**src/rtl/demux_pkg.sv**
```systemverilog
`default_nettype none
// ============================================================================
// Module      : demux_pkg
// Description : Shared types and port encodings for the 1:2 stream demux.
// Revision    : 1.0 - initial release
// ============================================================================
package demux_pkg;

    // Packet routing state: IDLE samples sel on a new packet, LOCKED holds it
    typedef enum logic [0:0] {
        IDLE   = 1'b0,
        LOCKED = 1'b1
    } demux_state_t;

    localparam logic PORT_A = 1'b0;
    localparam logic PORT_B = 1'b1;

endpackage : demux_pkg
`default_nettype wire

```
**src/rtl/demux_out_slot.sv**
```systemverilog
`default_nettype none
// ============================================================================
// Module      : demux_out_slot
// Description : One-entry valid/ready output register carrying data and last.
// Revision    : 1.0 - initial release
// ============================================================================
module demux_out_slot
    import demux_pkg::*;
#(
    parameter int WIDTH = 8
) (
    input  logic             clk,
    input  logic             rst_n,
    input  logic             load,
    input  logic [WIDTH-1:0] load_data,
    input  logic             load_last,
    output logic [WIDTH-1:0] out_data,
    output logic             out_valid,
    output logic             out_last,
    input  logic             out_ready
);

    logic [WIDTH-1:0] r_data;
    logic             r_valid;
    logic             r_last;

    // A load wins over a drain so a simultaneous load/drain keeps the slot full
    always_ff @(posedge clk or negedge rst_n) begin
        if (!rst_n) begin
            r_data  <= '0;
            r_valid <= 1'b0;
            r_last  <= 1'b0;
        end else if (load) begin
            r_data  <= load_data;
            r_valid <= 1'b1;
            r_last  <= load_last;
        end else if (r_valid && out_ready) begin
            r_valid <= 1'b0;
        end
    end

    assign out_data  = r_data;
    assign out_valid = r_valid;
    assign out_last  = r_last;

endmodule : demux_out_slot
`default_nettype wire

```
**src/rtl/stream_demux_1to2.sv**
```systemverilog
`default_nettype none
// ============================================================================
// Module      : stream_demux_1to2
// Description : Routes a valid/ready packet stream to port A or B, per packet.
// Revision    : 1.0 - initial release
// ============================================================================
module stream_demux_1to2
    import demux_pkg::*;
#(
    parameter int WIDTH     = 8,
    parameter int CNT_WIDTH = 16
) (
    input  logic                 clk,
    input  logic                 rst_n,
    input  logic [WIDTH-1:0]     input_data,
    input  logic                 input_valid,
    input  logic                 input_last,
    output logic                 input_ready,
    input  logic                 sel,
    output logic [WIDTH-1:0]     out_a,
    output logic                 out_a_valid,
    output logic                 out_a_last,
    input  logic                 out_a_ready,
    output logic [WIDTH-1:0]     out_b,
    output logic                 out_b_valid,
    output logic                 out_b_last,
    input  logic                 out_b_ready,
    output logic [CNT_WIDTH-1:0] cnt_a,
    output logic [CNT_WIDTH-1:0] cnt_b
);

    localparam logic [CNT_WIDTH-1:0] C_CNT_ONE = {{(CNT_WIDTH-1){1'b0}}, 1'b1};

    demux_state_t         r_state;
    logic                 r_route;
    logic [CNT_WIDTH-1:0] r_cnt_a;
    logic [CNT_WIDTH-1:0] r_cnt_b;

    logic w_route;
    logic w_ready;
    logic w_accept;
    logic w_load_a;
    logic w_load_b;
    logic w_hs_a;
    logic w_hs_b;

    assign w_route = (r_state == IDLE) ? sel : r_route;

    // Ready looks only at the selected slot; the other port may stay blocked
    always_comb begin
        w_ready = 1'b0;
        if (w_route == PORT_A) begin
            w_ready = !out_a_valid || out_a_ready;
        end else begin
            w_ready = !out_b_valid || out_b_ready;
        end
    end

    assign input_ready = rst_n && w_ready;
    assign w_accept    = input_valid && input_ready;
    assign w_load_a    = w_accept && (w_route == PORT_A);
    assign w_load_b    = w_accept && (w_route == PORT_B);
    assign w_hs_a      = out_a_valid && out_a_ready;
    assign w_hs_b      = out_b_valid && out_b_ready;

    always_ff @(posedge clk or negedge rst_n) begin
        if (!rst_n) begin
            r_state <= IDLE;
            r_route <= PORT_A;
        end else begin
            case (r_state)
                IDLE: begin
                    if (w_accept && !input_last) begin
                        r_state <= LOCKED;
                        r_route <= sel;
                    end
                end
                LOCKED: begin
                    if (w_accept && input_last) begin
                        r_state <= IDLE;
                    end
                end
                default: begin
                    r_state <= IDLE;
                end
            endcase
        end
    end

    always_ff @(posedge clk or negedge rst_n) begin
        if (!rst_n) begin
            r_cnt_a <= '0;
            r_cnt_b <= '0;
        end else begin
            if (w_hs_a) begin
                r_cnt_a <= r_cnt_a + C_CNT_ONE;
            end
            if (w_hs_b) begin
                r_cnt_b <= r_cnt_b + C_CNT_ONE;
            end
        end
    end

    assign cnt_a = r_cnt_a;
    assign cnt_b = r_cnt_b;

    demux_out_slot #(
        .WIDTH (WIDTH)
    ) u_slot_a (
        .clk       (clk),
        .rst_n     (rst_n),
        .load      (w_load_a),
        .load_data (input_data),
        .load_last (input_last),
        .out_data  (out_a),
        .out_valid (out_a_valid),
        .out_last  (out_a_last),
        .out_ready (out_a_ready)
    );

    demux_out_slot #(
        .WIDTH (WIDTH)
    ) u_slot_b (
        .clk       (clk),
        .rst_n     (rst_n),
        .load      (w_load_b),
        .load_data (input_data),
        .load_last (input_last),
        .out_data  (out_b),
        .out_valid (out_b_valid),
        .out_last  (out_b_last),
        .out_ready (out_b_ready)
    );

endmodule : stream_demux_1to2
`default_nettype wire

```
**config.mk**
```make
export PLATFORM = sky130hd
export DESIGN_NAME = stream_demux_1to2
export DESIGN_NICKNAME = d
export VERILOG_FILES = /design/src/rtl/demux_pkg.sv /design/src/rtl/demux_out_slot.sv /design/src/rtl/stream_demux_1to2.sv
export SDC_FILE = /design/constraint.sdc
export NUM_CORES = 1
export LEC_CHECK = 0
export CAP_MARGIN = 20
export CORE_AREA = 10 10 84 86
export CTS_BUF_LIST = sky130_fd_sc_hd__clkbuf_4 sky130_fd_sc_hd__clkbuf_8
export CTS_CLUSTER_DIAMETER = 80
export DETAILED_ROUTE_END_ITERATION = 10
export DIE_AREA = 0 0 94 96
export DONT_BUFFER_PORTS = 1
export GPL_ROUTABILITY_DRIVEN = 0
export PLACE_DENSITY = 0.65
export SLEW_MARGIN = 20
export SYNTH_ARGS = -nofsm -noshare
export SYNTH_HDL_FRONTEND = slang
export SYNTH_SLANG_ARGS = --single-unit
```
**constraint.sdc**
```tcl
create_clock -name clk -period 1.8 [get_ports clk]
set_input_delay 0.18 -clock clk [delete_from_list [all_inputs] [get_ports clk]]
set_output_delay 0.18 -clock clk [all_outputs]
set_load 0.005 [all_outputs]
```
==> metrics.yaml, run 1 <==
status: "completed"
via_count: 1421
end_kind: "primary output"
dr.pass1.iters: 4
drt_iter0_drc: 47
ys.flop_type: "dfrtp_1"
leakage_nw: 1.20
synth_edf_count: 0
cts_made_buffers: 5
grtUsageTotal_pct: 10.9
worstPathArrival_ns: 1.43
postCtsResizedCells: 0
netlist.area_leader.share_pct: 59.2
synth_largest_area_cell: "dfrtp_1"
hold_path.class: "in2reg"
grt_max_degree: 55
regArea_sq_mm: 0.00135
synthArstFlopShare_pct: 100
rsz0062_at_grt: "false"
synth_cell_types: 31
dp_cells: 256
worstPathRequired_ns: 1.62
period_needed_ns: 1.61
cts_setup_buffers: 0
syn_inst: 180
die_h_um: 96
irDropWorstVdd_v: 0.000683
clockRootBuffer: "clkbuf_8"
place_hpwl_um: 3480
cts-hold-fix-buffers: 11
syn2layout_area_growth_pct: 16.1
multiInputGateArea_sq_um: 903
cts_buffer_depth: 2
crit_path_start_kind: "flop"
drc_errors: 0
insertion_delay_ns: 0.31
min_to: "u_slot_b.out_data[0]"
min_from: "input_data[0]"
grt_pass1_vias: 1470
critPathTopFamily: "multiplexers"
drv_slew: 0
slew_headroom_pct: 73.3
drive_gt1_share_pct: 18.4
crit_chain: "mux2i_2, mux2i_1, and2_1"
synth-seq-area-share_pct: 59.2
ant_nets: 0
timing.final.crit_share_pct: 89.3
top_layer: "met4"
hold_viol: 0
row_count: 27
ys_warn_count: 0
grt_pass1_wl_um: 7670
portBuffers: 0
cts_tree: "built"
antenna_found_initial: 0
cpPeakStageDelay_ns: 0.42
reg2reg_depth: 4
stdcell_count: 278
cp_max_fo: 4
path_class: "reg2out"
skew_ns: 0.00604
synthTopCellsByArea: "dfrtp_1, xnor2_1, mux2_2, xor2_1, mux2_1"
cts.reportedPaths.clkPinSlew_ns: 0.10
core_area_sq_mm: 0.00541
critPathBufInv: 0
cp_slowest_cell: "dfrtp_1"
clock-sinks: 54
die_w_um: 94
io_pins: 68
fmax_ghz: 0.622
yosys_register_bits: 54
maxCapViolations: 0
wl_met1_um: 1850
synth.avg_cell_area_sq_um: 12.7
htree_levels: 2
tightest_slew_ns: 0.398
powerDensity_mw_per_mm2: 1150
die_area_sq_mm: 0.00902
synth.most_common_cell: "dfrtp_1"
met3_length_um: 686
tns_ns: 0
antennaDiodeCount: 0
dr_wl_met2_um: 2210
synth_fp_nets: 197
setup_viol: 0
synth_common_cells: "dfrtp_1, xnor2_1, mux2_2, nand2_1"
finalNetCount: 222
rr_endpoint: "u_slot_a.out_last"
initial_core_util_pct: 42.2
wl_per_cell_um: 17.3
routed_wl_um: 4810
vias_per_cell: 5.11
reg2reg_setup_slack_ns: 0.21
whs_path_depth: 1
mappedNetlistArea_sq_mm: 0.00228
gr-total-overflow: 0
n_fill_cell: 472
worst reg2reg max path, stage by stage, from the launching register on:
cell	delay (ns)
dfrtp_1	0.42
mux2i_2	0.30
nor3b_2	0.20
buf_4	0.21
mux2_2	0.35
flip-flops by register name, summed over array words and instances (netlist names), named ones only:
register,cells
cnt_a,16
cnt_b,16
u_slot_a.out_data,8
u_slot_b.out_data,8
r_route,1
u_slot_a.out_last,1
u_slot_a.out_valid,1
u_slot_b.out_last,1
u_slot_b.out_valid,1
stage by stage:
step                utilization [%]  hold WS [ns]  power, mW  worst slack (ns)  instance area (sq um)
finish                         49.0        0.0146       3.05             0.192                   2650
global route                   49.0       0.00124       3.25             0.109                   2650
CTS                            48.4       0.00418       3.10             0.168                   2620
detailed placement             44.4        -0.114       2.36             0.214                   2400
global placement               44.4        -0.114       2.34             0.248                   2400
floorplan                         -        -0.116       2.17             0.234                   2280
cells in the final DEF, fill, tap and decap left out, types with 2 or more instances in the layout:
cell	netlist	routed
nor2_1	9	9
nor3_1	5	5
nand4_1	6	6
ha_1	2	2
nand3_1	11	11
mux2_1	7	7
o21ai_0	2	2
xor2_1	11	11
dlygate4sd3_1	0	13
xnor2_1	19	19
clkbuf_8	0	5
dfrtp_1	54	54
mux2_2	13	13
or2_2	3	3
nand2_1	13	13
inv_1	3	3
buf_4	2	6
and3_1	5	5
per-layer routing:
layer	global-route usage (%)	vias up
met5	0	-
met4	3.80	0
met3	7.32	7
met2	16.6	56
met1	11.9	695
li1	-	663
worst max-delay path by stage:
stage / end / cells after the start / slack [ns] / startpoint
after detailed placement: u_slot_a.out_data[4] / 4 / 0.21 / flop
final: input_ready / 3 / 0.19 / flop
after global placement: u_slot_a.out_last / 4 / 0.25 / flop
after global routing: u_slot_a.out_data[5] / 4 / 0.11 / flop
after CTS: input_ready / 3 / 0.17 / flop
after floorplan: u_slot_a.out_data[0] / 4 / 0.23 / flop
power breakdown:
group / internal, mW / switching (mW)
combinational: 0.317 / 0.206
clock: 0.274 / 0.408
sequential: 1.52 / 0.325
cells by family after synthesis:
family / after synthesis / share of synthesized area, %
buffers and inverters: 5 / 1.15
flip-flops: 54 / 59.2
adder cells (fa/ha/maj): 2 / 1.10
multiplexers: 22 / 10.9
XOR/XNOR: 30 / 11.5
AO/OA/AOI/OAI: 4 / 1.21
AND/OR/NAND/NOR: 63 / 14.9
cell type report:
class	count	share of cell area [%]
clock buffers	5	2.60
clock inverters	3	0.803
inverters	3	0.425
multi-input cells	121	34.1
flip-flops and latches	54	51.0
well taps	72	3.40
repair buffers	20	7.65
No activity file was read; power rests on OpenSTA's default activity.
==> inputs of run 2 (changes only) <==
--- a/config.mk
+++ b/config.mk
@@ -8,11 +8,12 @@
 export CAP_MARGIN = 20
 export CORE_AREA = 10 10 84 86
 export CTS_BUF_LIST = sky130_fd_sc_hd__clkbuf_4 sky130_fd_sc_hd__clkbuf_8
-export CTS_CLUSTER_DIAMETER = 80
+export CTS_CLUSTER_DIAMETER = 60
 export DETAILED_ROUTE_END_ITERATION = 10
 export DIE_AREA = 0 0 94 96
 export DONT_BUFFER_PORTS = 1
 export GPL_ROUTABILITY_DRIVEN = 0
+export MAX_ROUTING_LAYER = met4
 export PLACE_DENSITY = 0.65
 export SLEW_MARGIN = 20
 export SYNTH_ARGS = -nofsm -noshare
==> metrics.yaml, run 2 (same netlist as run 1, synthesis figures left out) <==
drv_slew: 0  # unchanged
antenna_found_initial: 0  # unchanged
portBuffers: 0  # unchanged
cp_max_fo: 4  # unchanged
fmax_ghz: 0.622  # about the same
use_met1_pct: 12.4  # was 11.9%
irDropWorstVdd_v: 0.000684  # was 0.000683 V
maxCapViolations: 0  # unchanged
cts_buffer_depth: 2  # unchanged
skew_ns: 0.00728  # was 0.00604 ns
dp_cells: 256  # unchanged
io_pins: 68  # unchanged
setup_viol: 0  # unchanged
place_hpwl_um: 3480  # unchanged
postCtsResizedCells: 0  # unchanged
clock-sinks: 54  # unchanged
leakage_nw: 1.20  # unchanged
wl_per_cell_um: 17.3  # about the same
tns_ns: 0  # unchanged
path_class: "reg2out"  # unchanged
drt_iter0_drc: 38  # was 47
cts_made_buffers: 5  # unchanged
grt.met3_usage_pct: 6.46  # was 7.32%
cts.reportedPaths.clkPinSlew_ns: 0.10  # about the same
met2_usage_pct: 16.6  # unchanged
final_core_util_pct: 49.0  # unchanged
vias_per_cell: 5.14  # was 5.11
cts_tree: "built"  # unchanged
grt_pass1_wl_um: 7650  # was 7670 um
die_area_sq_mm: 0.00902  # unchanged
busiest_layer: "met2"  # unchanged
slew_headroom_pct: 73.3  # unchanged
timing.final.crit_share_pct: 89.3  # about the same
core_area_sq_mm: 0.00541  # unchanged
status: "completed"  # unchanged
rsz0062_at_grt: "false"  # unchanged
grtUsageTotal_pct: 11.2  # was 10.9%
dr.pass1.iters: 4  # unchanged
worstPathRequired_ns: 1.62  # about the same
layout_common_cells: "dfrtp_1, xnor2_1, nand2_1, mux2_2, dlygate4sd3_1"  # unchanged
crit_path_start_kind: "flop"  # unchanged
end_kind: "primary output"  # unchanged
finalNetCount: 222  # unchanged
period_needed_ns: 1.61  # about the same
grt_max_degree: 55  # unchanged
insertion_delay_ns: 0.31  # about the same
ant_nets: 0  # unchanged
htree_levels: 2  # unchanged
row_count: 27  # unchanged
syn2layout_area_growth_pct: 16.1  # unchanged
die_h_um: 96  # unchanged
drc_errors: 0  # unchanged
drive_gt1_share_pct: 18.4  # unchanged
routed_wl_um: 4820  # was 4810 um
gr-total-overflow: 0  # unchanged
stdcell_count: 278  # unchanged
die_w_um: 94  # unchanged
tightest_slew_ns: 0.398  # about the same
via_count: 1428  # was 1421
worstPathArrival_ns: 1.43  # about the same
powerDensity_mw_per_mm2: 1150  # about the same
hold_viol: 0  # unchanged
initial_core_util_pct: 42.2  # unchanged
grt_pass1_vias: 1472  # was 1470
hold_slack_ns: 0.0148  # was 0.0146 ns
final_common_cell: "dfrtp_1"  # unchanged
antennaDiodeCount: 0  # unchanged
hold_path.class: "in2reg"  # unchanged
clockRootBuffer: "clkbuf_8"  # unchanged
## run 2: area by class of cell
cell class / instances / area (sq um)
repair buffers: 20 / 203
fillers: 472 / 2760
multi-input cells: 121 / 903
clock buffers: 5 / 68.8
well taps: 72 / 90.1
flip-flops and latches: 54 / 1350
clock inverters: 3 / 21.3
inverters: 3 / 11.3
## run 2: power breakdown
group	total (mW)	switching [mW]	internal, mW	leakage (nW)
registers	1.85	0.326	1.52	0.685
clock network	0.684	0.409	0.274	0.0441
logic	0.523	0.206	0.317	0.473
total	3.05	0.941	2.11	1.20
## run 2: path summary, 6_finish.rpt
kind,startpoint,to,slack [ns],depth (start not counted)
setup / recovery,flop,input_ready,0.19,3
hold / removal,input_data[0],u_slot_b.out_data[0],0.01,1
setup reg to reg,flop,u_slot_a.out_last,0.21,4
max in group asynchronous,rst_n,u_slot_a.out_data[3],1.17,2
min in group asynchronous,rst_n,cnt_b[8],0.40,2
hold reg to reg,cnt_a[13],cnt_a[13],0.52,1
## run 2: repair_timing
action,in CTS,in global routing
buffers inserted,0,0
hold endpoints to repair,62,3
hold buffers,11,3
## run 2: per-layer routing
layer	wire [um]	part of all wire, %
met4	62	1.3
met5	0	0
met2	2210	46
met1	1910	40
met3	626	13
## run 2: worst max-delay path, stage by stage, from the launching register on
cell	delay, ns
dfrtp_1	0.42
mux2i_2	0.30
mux2i_1	0.22
and2_1	0.18
## run 2: metrics by stage
step / worst slack (ns) / area, sq um / power [mW]
floorplan: 0.234 / 2280 / 2.17
global placement: 0.248 / 2400 / 2.34
detailed placement: 0.214 / 2400 / 2.36
CTS: 0.168 / 2620 / 3.10
global route: 0.109 / 2650 / 3.25
finish: 0.192 / 2650 / 3.05
